### config.mk
export PLATFORM = sky130hd
export DESIGN_NAME = puf_challenge_sequencer
export DESIGN_NICKNAME = d
export VERILOG_FILES = /design/src/rtl/puf_challenge_sequencer.sv
export SDC_FILE = /design/constraint.sdc
export NUM_CORES = 1
export LEC_CHECK = 0
export CORE_MARGIN = 1.5
export CORE_UTILIZATION = 48
export CTS_CLUSTER_DIAMETER = 80
export CTS_CLUSTER_SIZE = 14
export DETAILED_ROUTE_END_ITERATION = 10
export PLACE_DENSITY = 0.78
export SETUP_SLACK_MARGIN = 0.5
export SLEW_MARGIN = 20
export SYNTH_ARGS = -nofsm -noshare
export SYNTH_HDL_FRONTEND = slang
export SYNTH_SLANG_ARGS = --single-unit
### constraint.sdc
create_clock -name clk_i -period 1.85 [get_ports clk_i]
set_input_delay 0.185 -clock clk_i [delete_from_list [all_inputs] [get_ports clk_i]]
set_output_delay 0.185 -clock clk_i [all_outputs]
set_load 0.02 [all_outputs]
### src/rtl/puf_challenge_sequencer.sv
// -----------------------------------------------------------------------------
// puf_challenge_sequencer
//
// Drives repeated evaluations of one challenge on an arbiter PUF and
// majority-votes the sampled responses. Each evaluation clears the arbiter,
// launches the race edge, waits for the arbiter to settle, then samples the
// synchronized response. After VOTES evaluations the result is held until the
// consumer acknowledges it.
//
// State table:
//   state  | meaning
//   IDLE   | waiting for start; ch_out keeps its last value
//   CLEAR  | arbiter / feed-forward flops held in reset (puf_clr=1)
//   LAUNCH | race edge asserted (puf_launch 0->1), one cycle
//   SETTLE | race propagating; wait SETTLE_CYC cycles
//   SAMPLE | fold synchronized response into ones_count, one cycle
//   DONE   | result presented with resp_valid until resp_ack
//
// Ports:
//   clk_i          clock, rising edge
//   rst_n_i        asynchronous active-low reset
//   start_i        request an evaluation of challenge_i (accepted in IDLE)
//   challenge_i    challenge, latched on accept
//   resp_ack_i     consumer acknowledge, honoured only in DONE
//   puf_resp_i     asynchronous arbiter output
//   ch_out_o       PUF challenge bus
//   puf_launch_o   PUF race edge
//   puf_clr_o      active-high arbiter reset
//   busy_o         high whenever the sequencer is not in IDLE
//   resp_valid_o   result valid (DONE)
//   resp_bit_o     majority response bit
//   unstable_o     evaluations disagreed
//   ones_count_o   number of evaluations that sampled 1
// -----------------------------------------------------------------------------
module puf_challenge_sequencer #(
    parameter int CH_W       = 8,
    parameter int VOTES      = 7,   // odd, >= 1
    parameter int CLR_CYC    = 4,   // >= 1
    parameter int SETTLE_CYC = 16,  // >= 3
    localparam int CNT_W     = $clog2(VOTES + 1)
) (
    input  logic             clk_i,
    input  logic             rst_n_i,
    input  logic             start_i,
    input  logic [CH_W-1:0]  challenge_i,
    input  logic             resp_ack_i,
    input  logic             puf_resp_i,
    output logic [CH_W-1:0]  ch_out_o,
    output logic             puf_launch_o,
    output logic             puf_clr_o,
    output logic             busy_o,
    output logic             resp_valid_o,
    output logic             resp_bit_o,
    output logic             unstable_o,
    output logic [CNT_W-1:0] ones_count_o
);

    localparam int IDX_W   = (VOTES > 1) ? $clog2(VOTES) : 1;
    localparam int TMR_MAX = (CLR_CYC > SETTLE_CYC) ? CLR_CYC : SETTLE_CYC;
    localparam int TMR_W   = $clog2(TMR_MAX + 1);

    localparam logic [TMR_W-1:0] CLR_LOAD    = TMR_W'(CLR_CYC - 1);
    localparam logic [TMR_W-1:0] SETTLE_LOAD = TMR_W'(SETTLE_CYC - 1);
    localparam logic [IDX_W-1:0] LAST_VOTE   = IDX_W'(VOTES - 1);
    localparam logic [CNT_W-1:0] HALF_VOTES  = CNT_W'(VOTES / 2);
    localparam logic [CNT_W-1:0] ALL_VOTES   = CNT_W'(VOTES);

    typedef enum logic [2:0] {
        IDLE   = 3'd0,
        CLEAR  = 3'd1,
        LAUNCH = 3'd2,
        SETTLE = 3'd3,
        SAMPLE = 3'd4,
        DONE   = 3'd5
    } state_t;

    state_t            state_q, state_d;
    logic [1:0]        sync_q;
    logic [IDX_W-1:0]  vote_q, vote_d;
    logic [CNT_W-1:0]  ones_q, ones_d;
    logic [TMR_W-1:0]  tmr_q, tmr_d;
    logic [CH_W-1:0]   ch_q, ch_d;

    // Two-flop synchronizer for the arbiter output; sync_q[1] is the only
    // copy of the response that the control logic looks at.
    always_ff @(posedge clk_i or negedge rst_n_i) begin
        if (!rst_n_i) begin
            sync_q <= 2'b00;
        end else begin
            sync_q <= {sync_q[0], puf_resp_i};
        end
    end

    always_ff @(posedge clk_i or negedge rst_n_i) begin
        if (!rst_n_i) begin
            state_q <= IDLE;
            vote_q  <= '0;
            ones_q  <= '0;
            tmr_q   <= '0;
            ch_q    <= '0;
        end else begin
            state_q <= state_d;
            vote_q  <= vote_d;
            ones_q  <= ones_d;
            tmr_q   <= tmr_d;
            ch_q    <= ch_d;
        end
    end

    // Next-state logic. The phase timer is a down-counter loaded with
    // (length - 1) on entry to CLEAR/SETTLE, so the phase ends on the cycle
    // it reads zero.
    always_comb begin
        state_d = state_q;
        vote_d  = vote_q;
        ones_d  = ones_q;
        tmr_d   = tmr_q;
        ch_d    = ch_q;
        case (state_q)
            IDLE: begin
                if (start_i) begin
                    ch_d    = challenge_i;
                    vote_d  = '0;
                    ones_d  = '0;
                    tmr_d   = CLR_LOAD;
                    state_d = CLEAR;
                end
            end
            CLEAR: begin
                if (tmr_q == '0) begin
                    state_d = LAUNCH;
                end else begin
                    tmr_d = tmr_q - TMR_W'(1);
                end
            end
            LAUNCH: begin
                tmr_d   = SETTLE_LOAD;
                state_d = SETTLE;
            end
            SETTLE: begin
                if (tmr_q == '0) begin
                    state_d = SAMPLE;
                end else begin
                    tmr_d = tmr_q - TMR_W'(1);
                end
            end
            SAMPLE: begin
                // At most VOTES increments, and CNT_W holds VOTES, so no wrap.
                ones_d = ones_q + CNT_W'(sync_q[1]);
                if (vote_q == LAST_VOTE) begin
                    state_d = DONE;
                end else begin
                    vote_d  = vote_q + IDX_W'(1);
                    tmr_d   = CLR_LOAD;
                    state_d = CLEAR;
                end
            end
            DONE: begin
                // Any start arriving with the ack is dropped: we only leave
                // for IDLE here, and IDLE looks at start on the next cycle.
                if (resp_ack_i) begin
                    state_d = IDLE;
                end
            end
            default: begin
                state_d = IDLE;
            end
        endcase
    end

    // Outputs are decoded from the registered state so they all drop in the
    // same instant that the asynchronous reset clears state_q.
    always_comb begin
        puf_clr_o    = 1'b0;
        puf_launch_o = 1'b0;
        resp_valid_o = 1'b0;
        resp_bit_o   = 1'b0;
        unstable_o   = 1'b0;
        busy_o       = (state_q != IDLE);
        case (state_q)
            CLEAR: begin
                puf_clr_o = 1'b1;
            end
            LAUNCH, SETTLE, SAMPLE: begin
                puf_launch_o = 1'b1;
            end
            DONE: begin
                resp_valid_o = 1'b1;
                resp_bit_o   = (ones_q > HALF_VOTES);
                unstable_o   = (ones_q != '0) && (ones_q != ALL_VOTES);
            end
            default: begin
            end
        endcase
    end

    assign ch_out_o     = ch_q;
    assign ones_count_o = ones_q;

endmodule

==> results.cfg <==
[power_and_ir_drop]
power_mw = 3.117
sw_frac_of_total_pct = 39.74
p_int_mw = 1.878
powerDensity_nw_per_um2 = 1651
leakagePower_nw = 0.8833
vdd_ir_drop_max_uv = 1320
p_clk_share_pct = 12.0
power_frac_seq_pct = 28.8
power.switching_mw = 1.239
pwr-share-comb_pct = 59.2

[setup_path]
r2r_setup_slack_ps = 140
crit_arrival_ps = 1920
startpoint = tmr_q[1]$_DFFE_PN0P_
reg2reg_depth = 7
crit_fanout = 6
critPathLaunchType = flop
timing.rr.start = tmr_q[1]$_DFFE_PN0P_
worstReg2RegEnd = tmr_q[3]$_DFFE_PN0P_
cp-end-kind = flop
crit_required_ps = 2060
crit_type = reg2reg

[floorplan]
die_w_um = 54.01
placementRows = 18
die_h_um = 54.01
pin_count = 30
dieArea_um2 = 2917
core_area_um2 = 2477
initial_utilization_pct = 50.40

[timing]
finClkSkew_ps = 12.78
fin_hold_ws_ps = 208.8
slew_viol_final = 0
hold_viol = 0
rsz0062_at_grt = yes
max_freq_mhz = 584.7
tns_ps = 0
setup_viol = 0
fin_ws_ps = 139.7
max-slew-margin-rel_pct = 76.38
finalCritPeriodShare_pct = 92.45
period_minus_slack_ps = 1710
worst_pin_slew_ps = 353.1

[clock_tree]
cts-root-buf = clkbuf_4
clock_path_buffers = 2
clock_sink_count = 24
postCtsHoldBufs = 0
clkTransAtPathRegs_ps = 140
clock_latency_ps = 320
cts_tree = built
htree_levels = 1
cts_buffers = 3

[yosys]
synth_area_leaders = dfrtp_1 (48%), mux2_2 (6.3%), ha_1 (6.0%)
synthesis.area_um2 = 1249
synth_edf_count = 0
syn_avg_cell_area_um2 = 11.46
yosysSeqAreaShare_pct = 48.10
yosys.area.top_type = dfrtp_1
syn_inst = 109
synth-seq-cells = 24
synth_nets = 128
synth_cell_types = 38
synth_top_area_share_pct = 48.10
yosys_warnings = 0
synth-async-reset-ratio_pct = 100.0
synthFlopType = dfrtp_1

[route]
vias = 1084
final_antenna_net_count = 0
drt-total-wl_um = 2987
wl_per_cell_um = 15.56
viasPerCell = 5.646
drc_errors = 0
drt_iter0_drc = 33
first_pass_iters = 4

[finish]
drive_gt1_share_pct = 41.36
area_growth_pct = 51.20
fin_area_um2 = 1888
diodes = 0
fin_nets = 182

[global_routing]
overflow = 0
grt_pass1_vias = 983
grt_pass1_wl_um = 4353
grt_max_degree = 25
globalRouteTotalUtil_pct = 20.81
antenna_found_initial = 0

[placed_design]
placed_cell_area_um2 = 1637
dpl.hpwl_um = 1845
dpl_worst_slack_ps = 65.47
place_congestion = 0.8327
numPortBuffers = 29

[flow_run]
maxCapViolCount = 0

[run_status]
status = finished, final reports clean

[min_path]
min_path_type = in2async
layout make-up:
type,instances,area (um2)
Multi-Input combinational cell,74,688.2
Tap cell,30,37.54
Clock buffer,3,22.52
Sequential cell,24,605.6
Inverter,7,26.28
Timing Repair Buffer,53,478.0
Clock inverter,1,30.03
Fill cell,167,589.3
worst max-delay path by stage:
| stage | end | slack (ps) | cells past startpoint |
|---|---|---|---|
| finish | tmr_q[3]$_DFFE_PN0P_ | 140 | 7 |
| detailed placement | unstable_o | 70 | 5 |
| global route | tmr_q[3]$_DFFE_PN0P_ | 60 | 7 |
| floorplan | ch_out_o[0]$_DFFE_PN0P_ | 360 | 4 |
| global placement | unstable_o | 130 | 5 |
| CTS | unstable_o | 200 | 5 |
kinds of logic (layout without fill, tap and decap cells):
kind of cell    count (synthesis)  in the layout  share of synthesized area [%]
buf+inv                        11             64                          4.108
mux                            10             10                          8.818
compound gates                 24             24                          15.43
simple gates                   31             31                          15.43
flops                          24             24                          48.10
xor+xnor                        3              3                          2.105
fa+ha+maj                       6              6                          6.012
routing by layer:
| metal | wire, um | vias up | global-route usage (%) |
|---|---|---|---|
| li1 | - | 499 | - |
| met5 | 0 | - | 0 |
| met1 | 1192 | 519 | 26.44 |
| met3 | 251 | 8 | 4.722 |
| met4 | 62 | 0 | 7.500 |
| met2 | 1481 | 58 | 34.55 |
state kept, by name, indices dropped and copies added, names as in the netlist:
register      count
ch_out_o          8
state_q           3
tmr_q             5
vote_q            3
ones_count_o      3
sync_q            2
worst max-delay path: stages, from the launching register on:
cell      delay [ps]
dfrtp_1          400
inv_2             80
ha_4             160
nor4b_4          120
buf_4            160
a211oi_4         370
o22ai_1          140
a22o_1           200
layout by cell type (no fill, tap or decap), types with 3 or more instances in the layout:
master,synthesis,final
buf_6,1,6
clkdlybuf4s50_1,0,12
a22o_1,4,4
dlygate4sd2_1,0,12
dfrtp_2,0,4
mux2_2,7,7
clkbuf_4,0,3
nor2_1,8,5
ha_1,6,5
inv_1,7,5
nand2_1,6,5
buf_4,0,22
dfrtp_1,24,20
cell usage after synthesis, types with 3 or more instances:
cell type / n
nand2_1: 6
nor3_1: 3
a22o_1: 4
o21ai_0: 4
nor2b_1: 3
ha_1: 6
dfrtp_1: 24
inv_1: 7
mux2_2: 7
nor2_1: 8
stage by stage:
stage	std cells	util, %
after global placement	171	66.06
after floorplan	109	-
after CTS	183	70.45
after detailed placement	171	66.06
final	192	76.21
after global routing	192	76.21
power by group through the flow:
| stage | Combinational (mW) | Sequential (mW) | Clock (mW) |
|---|---|---|---|
| 2_1_floorplan | 0.819 | 0.984 | 0 |
| 3_3_place_gp | 1.44 | 0.887 | 0 |
| 6_report | 1.85 | 0.896 | 0.375 |
| 5_1_grt | 1.98 | 0.925 | 0.411 |
| 4_1_cts | 1.55 | 0.882 | 0.384 |
| 3_5_place_dp | 1.48 | 0.904 | 0 |
repair_timing:
action / CTS / global route
buffers inserted: 8 / 9
endpoints found under the setup margin: 39 / 28
resized for setup: 45 / 20
pin swaps: 1 / 6
Power figures use the tool's default switching activity.
